--- src/rtl/exu_oitf_if.sv ---
// rtl/exu_oitf_if.sv - dispatch/retire port bundle of the outstanding instruction track FIFO.
interface exu_oitf_if #(
  parameter int ITAG_WIDTH  = 2,
  parameter int RFIDX_WIDTH = 5,
  parameter int PC_SIZE     = 32
);
  logic                   disp_oitf_ena;
  logic                   disp_oitf_ready;
  logic [ITAG_WIDTH-1:0]  disp_oitf_ptr;
  logic                   disp_oitf_rs1en;
  logic                   disp_oitf_rs2en;
  logic                   disp_oitf_rdwen;
  logic [RFIDX_WIDTH-1:0] disp_oitf_rs1idx;
  logic [RFIDX_WIDTH-1:0] disp_oitf_rs2idx;
  logic [RFIDX_WIDTH-1:0] disp_oitf_rdidx;
  logic [PC_SIZE-1:0]     disp_oitf_pc;
  logic                   oitfrd_match_disprs1;
  logic                   oitfrd_match_disprs2;
  logic                   oitfrd_match_disprd;
  logic                   ret_ena;
  logic [ITAG_WIDTH-1:0]  ret_ptr;
  logic                   ret_rdwen;
  logic [RFIDX_WIDTH-1:0] ret_rdidx;
  logic [PC_SIZE-1:0]     ret_pc;
  logic                   oitf_empty;
  logic                   oitf_err;

  modport master (
    output disp_oitf_ena, disp_oitf_rs1en, disp_oitf_rs2en, disp_oitf_rdwen,
           disp_oitf_rs1idx, disp_oitf_rs2idx, disp_oitf_rdidx, disp_oitf_pc, ret_ena,
    input  disp_oitf_ready, disp_oitf_ptr, oitfrd_match_disprs1, oitfrd_match_disprs2,
           oitfrd_match_disprd, ret_ptr, ret_rdwen, ret_rdidx, ret_pc, oitf_empty, oitf_err
  );

  modport slave (
    input  disp_oitf_ena, disp_oitf_rs1en, disp_oitf_rs2en, disp_oitf_rdwen,
           disp_oitf_rs1idx, disp_oitf_rs2idx, disp_oitf_rdidx, disp_oitf_pc, ret_ena,
    output disp_oitf_ready, disp_oitf_ptr, oitfrd_match_disprs1, oitfrd_match_disprs2,
           oitfrd_match_disprd, ret_ptr, ret_rdwen, ret_rdidx, ret_pc, oitf_empty, oitf_err
  );
endinterface

--- src/rtl/exu_oitf.sv ---
// rtl/exu_oitf.sv - in-order scoreboard of outstanding long-pipe instructions with RAW/WAW hazard match.
module exu_oitf #(
  parameter int DEPTH       = 4,
  parameter int ITAG_WIDTH  = 2,
  parameter int RFIDX_WIDTH = 5,
  parameter int PC_SIZE     = 32
) (
  input logic       clk,
  input logic       rst,
  exu_oitf_if.slave oitf
);
  logic [ITAG_WIDTH-1:0]  alloc_ptr;
  logic [ITAG_WIDTH-1:0]  ret_ptr;
  logic                   alloc_flg;
  logic                   ret_flg;
  logic [DEPTH-1:0]       valid;
  logic [DEPTH-1:0]       ent_rdwen;
  logic [RFIDX_WIDTH-1:0] ent_rdidx [DEPTH];
  logic [PC_SIZE-1:0]     ent_pc    [DEPTH];
  logic                   err;

  logic empty, full;
  logic alloc_fire, ret_fire, alloc_bad, ret_bad;
  logic hit_rs1, hit_rs2, hit_rd;

  // Wrap flags disambiguate the equal-pointer case into empty vs. full.
  assign empty = (alloc_ptr == ret_ptr) && (alloc_flg == ret_flg);
  assign full  = (alloc_ptr == ret_ptr) && (alloc_flg != ret_flg);

  assign alloc_fire = oitf.disp_oitf_ena & ~full;
  assign ret_fire   = oitf.ret_ena & ~empty;
  assign alloc_bad  = oitf.disp_oitf_ena & full;
  assign ret_bad    = oitf.ret_ena & empty;

  always_ff @(posedge clk) begin
    if (rst) begin
      alloc_ptr <= '0;
      ret_ptr   <= '0;
      alloc_flg <= 1'b0;
      ret_flg   <= 1'b0;
      valid     <= '0;
      ent_rdwen <= '0;
      err       <= 1'b0;
      for (int i = 0; i < DEPTH; i++) begin
        ent_rdidx[i] <= '0;
        ent_pc[i]    <= '0;
      end
    end else begin
      if (alloc_fire) begin
        valid[alloc_ptr]     <= 1'b1;
        ent_rdwen[alloc_ptr] <= oitf.disp_oitf_rdwen;
        ent_rdidx[alloc_ptr] <= oitf.disp_oitf_rdidx;
        ent_pc[alloc_ptr]    <= oitf.disp_oitf_pc;
        if (alloc_ptr == ITAG_WIDTH'(DEPTH - 1)) begin
          alloc_ptr <= '0;
          alloc_flg <= ~alloc_flg;
        end else begin
          alloc_ptr <= alloc_ptr + 1'b1;
        end
      end
      // Alloc and retire never target the same slot: that needs equal pointers, i.e. full or empty.
      if (ret_fire) begin
        valid[ret_ptr] <= 1'b0;
        if (ret_ptr == ITAG_WIDTH'(DEPTH - 1)) begin
          ret_ptr <= '0;
          ret_flg <= ~ret_flg;
        end else begin
          ret_ptr <= ret_ptr + 1'b1;
        end
      end
      if (alloc_bad | ret_bad) begin
        err <= 1'b1;
      end
    end
  end

  always_comb begin
    hit_rs1 = 1'b0;
    hit_rs2 = 1'b0;
    hit_rd  = 1'b0;
    for (int i = 0; i < DEPTH; i++) begin
      if (valid[i] && ent_rdwen[i]) begin
        if (ent_rdidx[i] == oitf.disp_oitf_rs1idx) hit_rs1 = 1'b1;
        if (ent_rdidx[i] == oitf.disp_oitf_rs2idx) hit_rs2 = 1'b1;
        if (ent_rdidx[i] == oitf.disp_oitf_rdidx)  hit_rd  = 1'b1;
      end
    end
  end

  // x0 is hardwired, so a dependency through it is never a hazard.
  assign oitf.oitfrd_match_disprs1 = oitf.disp_oitf_rs1en && (oitf.disp_oitf_rs1idx != '0) && hit_rs1;
  assign oitf.oitfrd_match_disprs2 = oitf.disp_oitf_rs2en && (oitf.disp_oitf_rs2idx != '0) && hit_rs2;
  assign oitf.oitfrd_match_disprd  = oitf.disp_oitf_rdwen && (oitf.disp_oitf_rdidx  != '0) && hit_rd;

  assign oitf.disp_oitf_ready = ~full;
  assign oitf.disp_oitf_ptr   = alloc_ptr;
  assign oitf.ret_ptr         = ret_ptr;
  assign oitf.ret_rdwen       = ent_rdwen[ret_ptr];
  assign oitf.ret_rdidx       = ent_rdidx[ret_ptr];
  assign oitf.ret_pc          = ent_pc[ret_ptr];
  assign oitf.oitf_empty      = empty;
  assign oitf.oitf_err        = err;
endmodule
--- src/flat_wrapper.sv ---
// flat-port wrapper written by rule: the top's interface ports become plain ports
module exu_oitf_flat 
#(
  parameter int DEPTH       = 4,
  parameter int ITAG_WIDTH  = 2,
  parameter int RFIDX_WIDTH = 5,
  parameter int PC_SIZE     = 32
)
  (clk, rst, oitf_disp_oitf_ena, oitf_disp_oitf_rs1en, oitf_disp_oitf_rs2en, oitf_disp_oitf_rdwen, oitf_disp_oitf_rs1idx, oitf_disp_oitf_rs2idx, oitf_disp_oitf_rdidx, oitf_disp_oitf_pc, oitf_ret_ena, oitf_disp_oitf_ready, oitf_disp_oitf_ptr, oitf_oitfrd_match_disprs1, oitf_oitfrd_match_disprs2, oitf_oitfrd_match_disprd, oitf_ret_ptr, oitf_ret_rdwen, oitf_ret_rdidx, oitf_ret_pc, oitf_oitf_empty, oitf_oitf_err);
  exu_oitf_if #(.ITAG_WIDTH(ITAG_WIDTH), .RFIDX_WIDTH(RFIDX_WIDTH), .PC_SIZE(PC_SIZE)) oitf_i ();
  input logic clk;
  input logic rst;
  input wire logic [$bits(oitf_i.disp_oitf_ena)-1:0] oitf_disp_oitf_ena;
  input wire logic [$bits(oitf_i.disp_oitf_rs1en)-1:0] oitf_disp_oitf_rs1en;
  input wire logic [$bits(oitf_i.disp_oitf_rs2en)-1:0] oitf_disp_oitf_rs2en;
  input wire logic [$bits(oitf_i.disp_oitf_rdwen)-1:0] oitf_disp_oitf_rdwen;
  input wire logic [$bits(oitf_i.disp_oitf_rs1idx)-1:0] oitf_disp_oitf_rs1idx;
  input wire logic [$bits(oitf_i.disp_oitf_rs2idx)-1:0] oitf_disp_oitf_rs2idx;
  input wire logic [$bits(oitf_i.disp_oitf_rdidx)-1:0] oitf_disp_oitf_rdidx;
  input wire logic [$bits(oitf_i.disp_oitf_pc)-1:0] oitf_disp_oitf_pc;
  input wire logic [$bits(oitf_i.ret_ena)-1:0] oitf_ret_ena;
  output wire logic [$bits(oitf_i.disp_oitf_ready)-1:0] oitf_disp_oitf_ready;
  output wire logic [$bits(oitf_i.disp_oitf_ptr)-1:0] oitf_disp_oitf_ptr;
  output wire logic [$bits(oitf_i.oitfrd_match_disprs1)-1:0] oitf_oitfrd_match_disprs1;
  output wire logic [$bits(oitf_i.oitfrd_match_disprs2)-1:0] oitf_oitfrd_match_disprs2;
  output wire logic [$bits(oitf_i.oitfrd_match_disprd)-1:0] oitf_oitfrd_match_disprd;
  output wire logic [$bits(oitf_i.ret_ptr)-1:0] oitf_ret_ptr;
  output wire logic [$bits(oitf_i.ret_rdwen)-1:0] oitf_ret_rdwen;
  output wire logic [$bits(oitf_i.ret_rdidx)-1:0] oitf_ret_rdidx;
  output wire logic [$bits(oitf_i.ret_pc)-1:0] oitf_ret_pc;
  output wire logic [$bits(oitf_i.oitf_empty)-1:0] oitf_oitf_empty;
  output wire logic [$bits(oitf_i.oitf_err)-1:0] oitf_oitf_err;
  assign oitf_i.disp_oitf_ena = oitf_disp_oitf_ena;
  assign oitf_i.disp_oitf_rs1en = oitf_disp_oitf_rs1en;
  assign oitf_i.disp_oitf_rs2en = oitf_disp_oitf_rs2en;
  assign oitf_i.disp_oitf_rdwen = oitf_disp_oitf_rdwen;
  assign oitf_i.disp_oitf_rs1idx = oitf_disp_oitf_rs1idx;
  assign oitf_i.disp_oitf_rs2idx = oitf_disp_oitf_rs2idx;
  assign oitf_i.disp_oitf_rdidx = oitf_disp_oitf_rdidx;
  assign oitf_i.disp_oitf_pc = oitf_disp_oitf_pc;
  assign oitf_i.ret_ena = oitf_ret_ena;
  assign oitf_disp_oitf_ready = oitf_i.disp_oitf_ready;
  assign oitf_disp_oitf_ptr = oitf_i.disp_oitf_ptr;
  assign oitf_oitfrd_match_disprs1 = oitf_i.oitfrd_match_disprs1;
  assign oitf_oitfrd_match_disprs2 = oitf_i.oitfrd_match_disprs2;
  assign oitf_oitfrd_match_disprd = oitf_i.oitfrd_match_disprd;
  assign oitf_ret_ptr = oitf_i.ret_ptr;
  assign oitf_ret_rdwen = oitf_i.ret_rdwen;
  assign oitf_ret_rdidx = oitf_i.ret_rdidx;
  assign oitf_ret_pc = oitf_i.ret_pc;
  assign oitf_oitf_empty = oitf_i.oitf_empty;
  assign oitf_oitf_err = oitf_i.oitf_err;
  exu_oitf #(.DEPTH(DEPTH), .ITAG_WIDTH(ITAG_WIDTH), .RFIDX_WIDTH(RFIDX_WIDTH), .PC_SIZE(PC_SIZE)) u_core (.clk(clk), .rst(rst), .oitf(oitf_i));
endmodule
--- config.mk ---
export PLATFORM = sky130hd
export DESIGN_NAME = exu_oitf_flat
export DESIGN_NICKNAME = d
export VERILOG_FILES = /design/src/rtl/exu_oitf_if.sv /design/src/rtl/exu_oitf.sv /design/src/flat_wrapper.sv
export SDC_FILE = /design/constraint.sdc
export NUM_CORES = 1
export LEC_CHECK = 0
export ABC_AREA = 1
export CAP_MARGIN = 10
export CORE_UTILIZATION = 47
export CTS_CLUSTER_SIZE = 40
export DETAILED_ROUTE_END_ITERATION = 7
export PLACE_DENSITY = 0.7
export SYNTH_ARGS = -nofsm -noshare
export SYNTH_HDL_FRONTEND = slang
export SYNTH_SLANG_ARGS = --single-unit
--- constraint.sdc ---
create_clock -name clk -period 8.35 [get_ports clk]
set_input_delay 1.2525 -clock clk [delete_from_list [all_inputs] [get_ports clk]]
set_output_delay 1.2525 -clock clk [all_outputs]
set_load 0.02 [all_outputs]
### Word-level counts from Yosys, hierarchy flattened

Memory sizes are Yosys's and may differ from the RTL's. A register that Yosys moved wholly into a read port is not among the register bits.
Index checks and enable logic that the tools add are counted.

* register bits: 15
* latch bits: 0
* RAM bits: 148
* bits in read-only memories: 0
* input port bits: 54
* output and inout port bits: 48
* logic and storage cells: 116
* memories kept: 2

Memory list
* u_core.ent_pc: words 4, bits a word 32, rd ports 1, clocked after Yosys merged registers in 1, write ports 4, RTL line exu_oitf.sv:19 `logic [PC_SIZE-1:0] ent_pc [DEPTH];`
* u_core.ent_rdidx: words 4, bits a word 5, rd ports 5, clocked after Yosys merged registers in 1, write ports 4, RTL line exu_oitf.sv:18 `logic [RFIDX_WIDTH-1:0] ent_rdidx [DEPTH];`

* add/sub/neg operators: 2
* multiply operators: 0
* divide/modulo/power cells: 0
* order comparisons: 4
* equality and inequality tests: 17
* shift-type cells: 0
* multiplexer cells: 51
* bitwise logic cells: 12
* reduce and logical (&&, ||, !) cells: 21

Operator list (count)
* $eq 5x5->1: 12
* $mux 1: 34
* $mux 32: 1
* $reduce_or 32->1: 1
* $mux 2: 8
* $reduce_bool 5->1: 3
* $logic_and 1x1->1: 14
* $mux 4: 3
* $lt 2x3->1 const B: 2
* $mux 5: 1
* $reduce_or 5->1: 1
* $add 2x1->2 const B: 2
* $and 1x1->1: 4
* $and 4x4->4: 1
* $bwmux 4: 1
* $demux 1 s2: 2
* $eq 2x2->1 const B: 2
* $ge 2x1->1 const B: 2
* $not 1->1: 4
* $not 4->4: 1
* $or 4x4->4: 1
* $reduce_and 2->1: 2
* $bmux 1 s2: 1
* $eq 2x2->1: 1
* other kinds (3): 3

### Depth between registers and ports, before layout

Gate-level depths: netlist of run 1.

* word-level depth: 10
* mapped depth: 9
* mapped depth without buffers: 9

### Worst setup path before layout of run 1

Ideal clock, no wire load.

* path type: input -> register
* from: input port oitf_disp_oitf_ena
* to: memory u_core.ent_pc[0][0], enable pin
* library setup time: 483 ps
* data arrival time: 4533 ps
* required time: 7867 ps
* path slack: 3334 ps
* cell stages on the path: 4
* path buffers: 2
* cell sequence: clkbuf_1 -> nand4_2 -> buf_2 -> o21ai_0

RTL lines
* from (decl): RTL line flat_wrapper.sv:13 `input wire logic [$bits(oitf_i.disp_oitf_ena)-1:0] oitf_disp_oitf_ena;`
* to (decl): RTL line exu_oitf.sv:19

### Final worst setup path of run 1

* from: input port oitf_disp_oitf_rdidx[1]
* to: output port oitf_oitfrd_match_disprd

* cells in the longest elaborated chain, start to end: 10
* elaborated cells between the ends (all ways): 15
* those cells by class: 4 x eq/ne; 8 x mux; 3 x reduce/logical

RTL lines
* from (decl): RTL line flat_wrapper.sv:19 `input wire logic [$bits(oitf_i.disp_oitf_rdidx)-1:0] oitf_disp_oitf_rdidx;`
* $eq 5x5->1: RTL line exu_oitf.sv:85 `if (ent_rdidx[i] == oitf.disp_oitf_rdidx) hit_rd = 1'b1;`
* $mux 1: RTL line exu_oitf.sv:85
* $mux 1: RTL line exu_oitf.sv:82 `if (valid[i] && ent_rdwen[i]) begin`
* $mux 1: RTL line exu_oitf.sv:85
* $mux 1: RTL line exu_oitf.sv:82
* $mux 1: RTL line exu_oitf.sv:85
* $mux 1: RTL line exu_oitf.sv:82
* $mux 1: RTL line exu_oitf.sv:85
* $mux 1: RTL line exu_oitf.sv:82
* $logic_and 1x1->1 *: RTL line exu_oitf.sv:93 `assign oitf.oitfrd_match_disprd = oitf.disp_oitf_rdwen && (oitf.disp_oitf_rdidx != '0) && hit_rd;`
* to (decl): RTL line flat_wrapper.sv:26 `output wire logic [$bits(oitf_i.oitfrd_match_disprd)-1:0] oitf_oitfrd_match_disprd;`

Mark *: on every way between the ends. The rest lies on a longest branch, timed or not.

==> implementation parameters, run 1 <==
Parameter                              Value

Setup path
  Kind of start point of the critical path    primary input
  Max incr delay on CP    0.62 ns
  Critical Path Most Common Cell    sky130_fd_sc_hd__nor2_1
  Critical-path cell with the highest stage delay    sky130_fd_sc_hd__clkdlybuf4s50_1
  Crit-path max FO    9
  Cell-by-cell listing of the critical path    clkdlybuf4s50_1 -> clkinv_1 -> nand2_1 -> o21ai_0 -> nor2_1 -> nand3_1 -> nand2_1 -> nor2_1 -> nor2_1 -> clkdlybuf4s50_1
  Worst Path Required    7.10 ns
  Critical Path End Type    primary output
  Class of the most critical setup path    primary input to primary output
  Crit path DAT    3.36 ns

Cells and area
  Final layout net count    1,123
  Design Area, Final    0.0104 sq mm
  Most common cell after layout, fill and taps aside    sky130_fd_sc_hd__nand2_1
  Layout Area Growth over Synthesis    20.9%
  Commonest cells after routing, fill and taps aside    206 x sky130_fd_sc_hd__nand2_1, 170 x sky130_fd_sc_hd__nor2_1, 148 x sky130_fd_sc_hd__edfxtp_1, 101 x sky130_fd_sc_hd__clkdlybuf4s50_1, 92 x sky130_fd_sc_hd__inv_1
  Number of antenna repair diodes    0
  Fraction of final layout cells sized beyond drive strength 1    8.75%

Timing
  Worst rel slew slack    27.4%
  Setup_tns    0 ns
  Highest attainable clock frequency    217 MHz
  Transition time at the pin with the least slew margin    1.09 ns
  Final worst path period need    4.61 ns
  Unrepaired setup endpoints after global routing    no
  Ratio of final minimum period to clock period    55.3%
  Worst setup slack after layout    3.74 ns
  Total count of max-transition violations in the final report    0
  Setup Viol. Count Final    0
  Setup Skew    0.00834 ns
  Minimum hold slack    0.452 ns
  Fin. Hold Viols    0

Logic synthesis
  Dominant combinational cell family by area after synthesis    simple AND/OR/NAND/NOR gates
  Share of the synthesized netlist area taken by xor and xnor gates    0.291%
  Post-Syn Nets    1,045
  EDFF count, synth    148
  Post-synthesis cell type count    23
  Leading cell types by total area after synthesis    sky130_fd_sc_hd__edfxtp_1 52%, sky130_fd_sc_hd__nand2_1 9.0%, sky130_fd_sc_hd__nor2_1 7.5%, sky130_fd_sc_hd__o21ai_0 4.9%, sky130_fd_sc_hd__nor3_2 4.7%
  Arithmetic-cell share of the synthesized area counting full adders, half adders and majority gates    1.16%
  Multiplexer share of the synthesized area    0%
  Synthesized-area fraction occupied by ao, oa, aoi and oai cells    8.55%
  Portion of synthesized cell area occupied by the leading cell type    51.6%
  Syn Area/Cell    8.76 sq um
  Seq cells post-synth    165
  Count of mapped cells out of synthesis    983
  Yosys warnings    0
  Cell area after technology mapping    0.00861 sq mm
  Proportion of synthesized chip area in sequential cells    55.6%
  Simple-gate portion of the synthesized area    27.4%
  Async set-reset flop share out of synthesis    0%
  Cell type with the highest aggregate area in the netlist    sky130_fd_sc_hd__edfxtp_1
  Dominant register cell in the synthesized netlist    sky130_fd_sc_hd__edfxtp_1

Route
  Violation count after the first detailed-route iteration    638
  Vias    7,055
  WL/cell    16.9 um
  Mean number of vias per cell    5.41
  Remaining antenna violation count    0
  Routed wire length    22,100 um
  Detailed-router iteration count before antenna repair    5
  Remaining DRCs    0

Die
  Row cnt    49
  X dimension of the die    137 um
  Core Area    0.0180 sq mm
  Die span in y    137 um
  Die Outline Area    0.0189 sq mm
  Initial cell density of the core    47.9%
  Count of pins on the block boundary    102

Global route
  Via count of the first global-routing pass    6,565
  Largest net degree at the start of global routing    80
  Total congestion overflow after global routing    0
  Global-route usage over all layers    24.7%
  First-pass GRT wire length    35,100 um
  Initial antenna violation count    0

Clocking
  Clock sinks    165
  H-tree level count    4
  CTS Root Cell    sky130_fd_sc_hd__clkbuf_16
  CTS max path bufs    2
  CTS tree    done
  Number of hold buffers added after CTS    0
  Buffers inserted by post-CTS timing repair    0
  Clock latency on the worst-skew pair    0.42 ns
  Total clock buffers created by CTS    17
  Resized cells post-CTS    0
  Post-CTS clock slew at the launch and capture registers of the worst setup and hold paths    0.06 ns

Power
  Power per unit of standard cell area    238 mW/mm^2
  Worst vdd ir    0.140 mV
  Leakage power summed over all cells    4.17 nW

Run
  MaxCap Viol Count    0

Run status
  Outcome    completed

Placed design
  Post-place instance area    0.00981 sq mm
  HPWL reported at the end of detailed placement    13,400 um
  Pre-CTS setup slack    3.46 ns
  Weighted congestion at the end of routability-driven global placement    0.954
  Count of input and output buffers    101

Hold path
  Path type of the worst min-delay path    flip-flop to flip-flop
[path summary, 6_finish.rpt]
path | startpoint | to | slack (ns) | cells after the start
worst min-delay path | u_core.valid[3]$_SDFF_PP0_ | u_core.valid[3]$_SDFF_PP0_ | 0.45 | 2
worst max-delay path | oitf_disp_oitf_rdidx[1] | oitf_oitfrd_match_disprd | 3.74 | 10
worst max register to register | u_core.oitf.disp_oitf_ptr[0]$_SDFFE_PP0N_ | u_core.ent_rdidx[2][2]$_SDFFCE_PN0P_ | 4.41 | 5
worst min register to register | u_core.valid[3]$_SDFF_PP0_ | u_core.valid[3]$_SDFF_PP0_ | 0.45 | 2
[cell type report]
cell class                      instances  area, sq um
Timing Repair Buffer                  113         1100
Tap cell                              229          287
Clock buffer                           18          429
Inverter                               96          360
Fill cell                            1603         7550
Multi-Input combinational cell        668         3270
Sequential cell                       165         4790
Clock inverter                         14          173
[per-stage QoR]
stage                     utilization, %  power, W  std cells
after floorplan                        -   0.00141        983
after global placement              54.6   0.00169       1271
after detailed placement            54.6   0.00169       1271
after CTS                           57.9   0.00248       1303
after global routing                57.9   0.00257       1303
final                               57.9   0.00247       1303
[flip-flops by register name (all words and copies together) (netlist names), named ones only]
register / flops
u_core.ent_pc: 128
u_core.ent_rdidx: 20
u_core.ent_rdwen: 4
u_core.valid: 4
u_core.oitf.disp_oitf_ptr: 2
u_core.oitf.ret_ptr: 2
u_core.alloc_flg: 1
u_core.oitf.oitf_err: 1
u_core.ret_flg: 1
[Yosys cell counts, types with 2 or more instances]
cell and number:
sky130_fd_sc_hd__buf_2 11, sky130_fd_sc_hd__ha_1 8, sky130_fd_sc_hd__clkinv_1 2, sky130_fd_sc_hd__nor2_1 171, sky130_fd_sc_hd__nand3_1 21, sky130_fd_sc_hd__dfxtp_1 17
sky130_fd_sc_hd__a21oi_1 22, sky130_fd_sc_hd__inv_1 93, sky130_fd_sc_hd__nor3_2 40, sky130_fd_sc_hd__buf_6 4, sky130_fd_sc_hd__nand2_1 206, sky130_fd_sc_hd__nor3_1 71
sky130_fd_sc_hd__edfxtp_1 148, sky130_fd_sc_hd__clkbuf_1 38, sky130_fd_sc_hd__nand4_1 8, sky130_fd_sc_hd__o22ai_1 32, sky130_fd_sc_hd__o21ai_0 85
[metal layers]
| metal | wire length [um] | global-route usage, % | vias up |
|---|---|---|---|
| met4 | 285 | 6.90 | 0 |
| met1 | 9680 | 33.4 | 3317 |
| met5 | 0 | 0 | - |
| met3 | 1220 | 3.38 | 27 |
| met2 | 10900 | 41.3 | 245 |
| li1 | - | - | 3466 |
[report_power, final]
| part | internal, W | switching (W) | leakage [nW] |
|---|---|---|---|
| combinational | 0.000249 | 0.000424 | 2.21 |
| sequential | 0.000971 | 0.0000328 | 1.67 |
| clock | 0.000473 | 0.000322 | 0.288 |
| total | 0.00169 | 0.000779 | 4.17 |
[cell families (layout without fill, tap and decap cells)]
group                      Yosys count  in the layout
AOI/OAI and AO/OA                  139            139
xor gates and xnor gates             2              2
adders and majority gates            8              8
buffers and inverters              150            241
DFF                                165            165
and+or+nand+nor                    519            519
[worst max-delay path, delay by kind of cell]
kind	cells	cell delay (ns)
AND/OR/NAND/NOR	6	0.54
AO/OA/AOI/OAI	1	0.09
buffers and inverters	3	1.48
Note: power is estimated with default switching activity, not from simulation.
==> run 2, diff against run 1 <==
==> constraint.sdc (replaced) <==
create_clock -name clk -period 4.4 [get_ports clk]
set_input_delay 0.66 -clock clk [delete_from_list [all_inputs] [get_ports clk]]
set_output_delay 0.66 -clock clk [all_outputs]
set_load 0.02 [all_outputs]
==> implementation parameters, run 2 (synthesis gave the netlist of run 1 again) <==
Parameter                              Value

Die
  Count of pins on the block boundary    102
  X dimension of the die    137 um
  Row cnt    49
  Die Outline Area    0.0189 sq mm
  Core Area    0.0180 sq mm
  Initial cell density of the core    47.9%
  Die span in y    137 um

Timing
  Unrepaired setup endpoints after global routing    no
  Ratio of final minimum period to clock period    79.0%
  Total count of max-transition violations in the final report    0
  Highest attainable clock frequency    288 MHz
  Worst setup slack after layout    0.922 ns
  Setup Viol. Count Final    0
  Transition time at the pin with the least slew margin    1.08 ns
  Setup Skew    0.0114 ns
  Minimum hold slack    0.445 ns
  Fin. Hold Viols    0
  Worst rel slew slack    27.6%
  Final worst path period need    3.48 ns

Route
  Mean number of vias per cell    5.42
  Vias    7,091
  Remaining antenna violation count    0
  Detailed-router iteration count before antenna repair    5
  Violation count after the first detailed-route iteration    598
  WL/cell    17.0 um
  Remaining DRCs    0
  Routed wire length    22,300 um

Global route
  Largest net degree at the start of global routing    70
  Via count of the first global-routing pass    6,814
  Total congestion overflow after global routing    0
  Global-route usage over all layers    25.0%
  First-pass GRT wire length    35,300 um
  Initial antenna violation count    0

Setup path
  Critical Path End Type    primary output
  Critical path's top delay family    buffers and inverters
  Class of the most critical setup path    flip-flop to primary output
  Critical Path Most Common Cell    sky130_fd_sc_hd__buf_4
  Kind of start point of the critical path    flip-flop
  Critical-path cell with the highest stage delay    sky130_fd_sc_hd__clkdlybuf4s50_1
  Cell-by-cell listing of the critical path    buf_4 -> inv_1 -> buf_4 -> o21ai_0 -> o22ai_1 -> clkdlybuf4s50_1
  Crit path DAT    2.82 ns
  Worst Path Required    3.74 ns
  Max incr delay on CP    0.67 ns
  Worst Path Buf+Inv    4
  Crit-path max FO    33

Cells and area
  Layout Area Growth over Synthesis    21.2%
  Register bank with the most flops    u_core.ent_pc
  Number of filler cells placed in the layout    1,622
  Number of antenna repair diodes    0
  Final layout net count    1,129
  Design Area, Final    0.0104 sq mm
  Flip-flop count of the largest register, all copies and words added    128
  Fraction of final layout cells sized beyond drive strength 1    9.44%
  Core Util, Final    58.1%
  Most common cell after layout, fill and taps aside    sky130_fd_sc_hd__nand2_1
  Commonest cells after routing, fill and taps aside    206 x sky130_fd_sc_hd__nand2_1, 170 x sky130_fd_sc_hd__nor2_1, 148 x sky130_fd_sc_hd__edfxtp_1, 101 x sky130_fd_sc_hd__clkdlybuf4s50_1, 92 x sky130_fd_sc_hd__inv_1
  Registers with the most flip-flops    u_core.ent_pc (128), u_core.ent_rdidx (20)

Power
  Part of the total power dissipated in sequential elements    41.3%
  Power per unit of standard cell area    443 mW/mm^2
  Internal cell power    0.00312 W
  Worst vdd ir    0.320 mV
  Clock network fraction of design power    30.9%
  Switching Power    0.00151 W
  Leakage power summed over all cells    4.20 nW
  Combinational cell fraction of total power    27.8%
  Final Total Pwr    0.00463 W
  Net switching share of the total power    32.6%

Run
  MaxCap Viol Count    0

Clocking
  Total clock buffers created by CTS    17
  CTS max path bufs    2
  Post-CTS clock slew at the launch and capture registers of the worst setup and hold paths    0.07 ns
  Resized cells post-CTS    0
  Clock latency on the worst-skew pair    0.42 ns
  CTS Root Cell    sky130_fd_sc_hd__clkbuf_16
  Clock sinks    165
  CTS tree    done
  H-tree level count    4
  Number of hold buffers added after CTS    0
  Buffers inserted by post-CTS timing repair    0

Placed design
  Pre-CTS setup slack    1.04 ns
  Post-place instance area    0.00986 sq mm
  Weighted congestion at the end of routability-driven global placement    0.937
  Count of input and output buffers    101
  HPWL reported at the end of detailed placement    13,800 um

Run status
  Outcome    completed

Hold path
  Path type of the worst min-delay path    flip-flop to flip-flop
-- run 2: area by class of cell --
cell class | count | area [sq um] | area share, %
inverter | 96 | 360 | 3.45
clock inverter | 15 | 148 | 1.41
sequential | 165 | 4790 | 45.9
timing repair buffer | 119 | 1160 | 11.1
tap | 229 | 287 | 2.75
clock buffer | 17 | 425 | 4.08
multi-input combinational | 668 | 3270 | 31.3
-- run 2: stage by stage --
stage | std cells | TNS [ns]
2_1_floorplan | 983 | -4.42
3_3_place_gp | 1277 | 0
3_5_place_dp | 1277 | 0
4_1_cts | 1309 | 0
5_1_grt | 1309 | 0
6_report | 1309 | 0
-- run 2: routing by layer --
layer	wire (um)	up-vias	global-route usage [%]
met4	428	0	8.67
li1	-	3472	-
met1	9760	3358	32.3
met2	10900	230	42.2
met5	0	-	0
met3	1230	31	4.53
-- run 2: worst paths after layout --
kind / startpoint / to / slack (ns) / cells after the start
worst max-delay path: flip-flop / oitf_ret_pc[28] / 0.92 / 6
worst min register to register: u_core.valid[3]$_SDFF_PP0_ / u_core.valid[3]$_SDFF_PP0_ / 0.45 / 2
worst min-delay path: u_core.valid[3]$_SDFF_PP0_ / u_core.valid[3]$_SDFF_PP0_ / 0.45 / 2
worst max register to register: u_core.oitf.disp_oitf_ptr[0]$_SDFFE_PP0N_ / u_core.ent_pc[2][27]$_SDFFCE_PN0P_ / 1.54 / 5
-- run 2: worst reg2reg max path: stages (launching register included) --
cell,delay (ns)
sky130_fd_sc_hd__dfxtp_1,0.40
sky130_fd_sc_hd__inv_2,0.81
sky130_fd_sc_hd__nand4_4,0.20
sky130_fd_sc_hd__buf_4,0.35
sky130_fd_sc_hd__o21ai_4,0.51
sky130_fd_sc_hd__buf_12,0.27
-- run 2: power groups by stage --
stage | clock [W] | sequential, W | combinational (W)
4_1_cts | 0.00145 | 0.00191 | 0.00129
3_5_place_dp | 0 | 0.00194 | 0.00129
5_1_grt | 0.00151 | 0.00192 | 0.00140
6_report | 0.00143 | 0.00191 | 0.00129
3_3_place_gp | 0 | 0.00194 | 0.00128
2_1_floorplan | 0 | 0.00193 | 0.000734
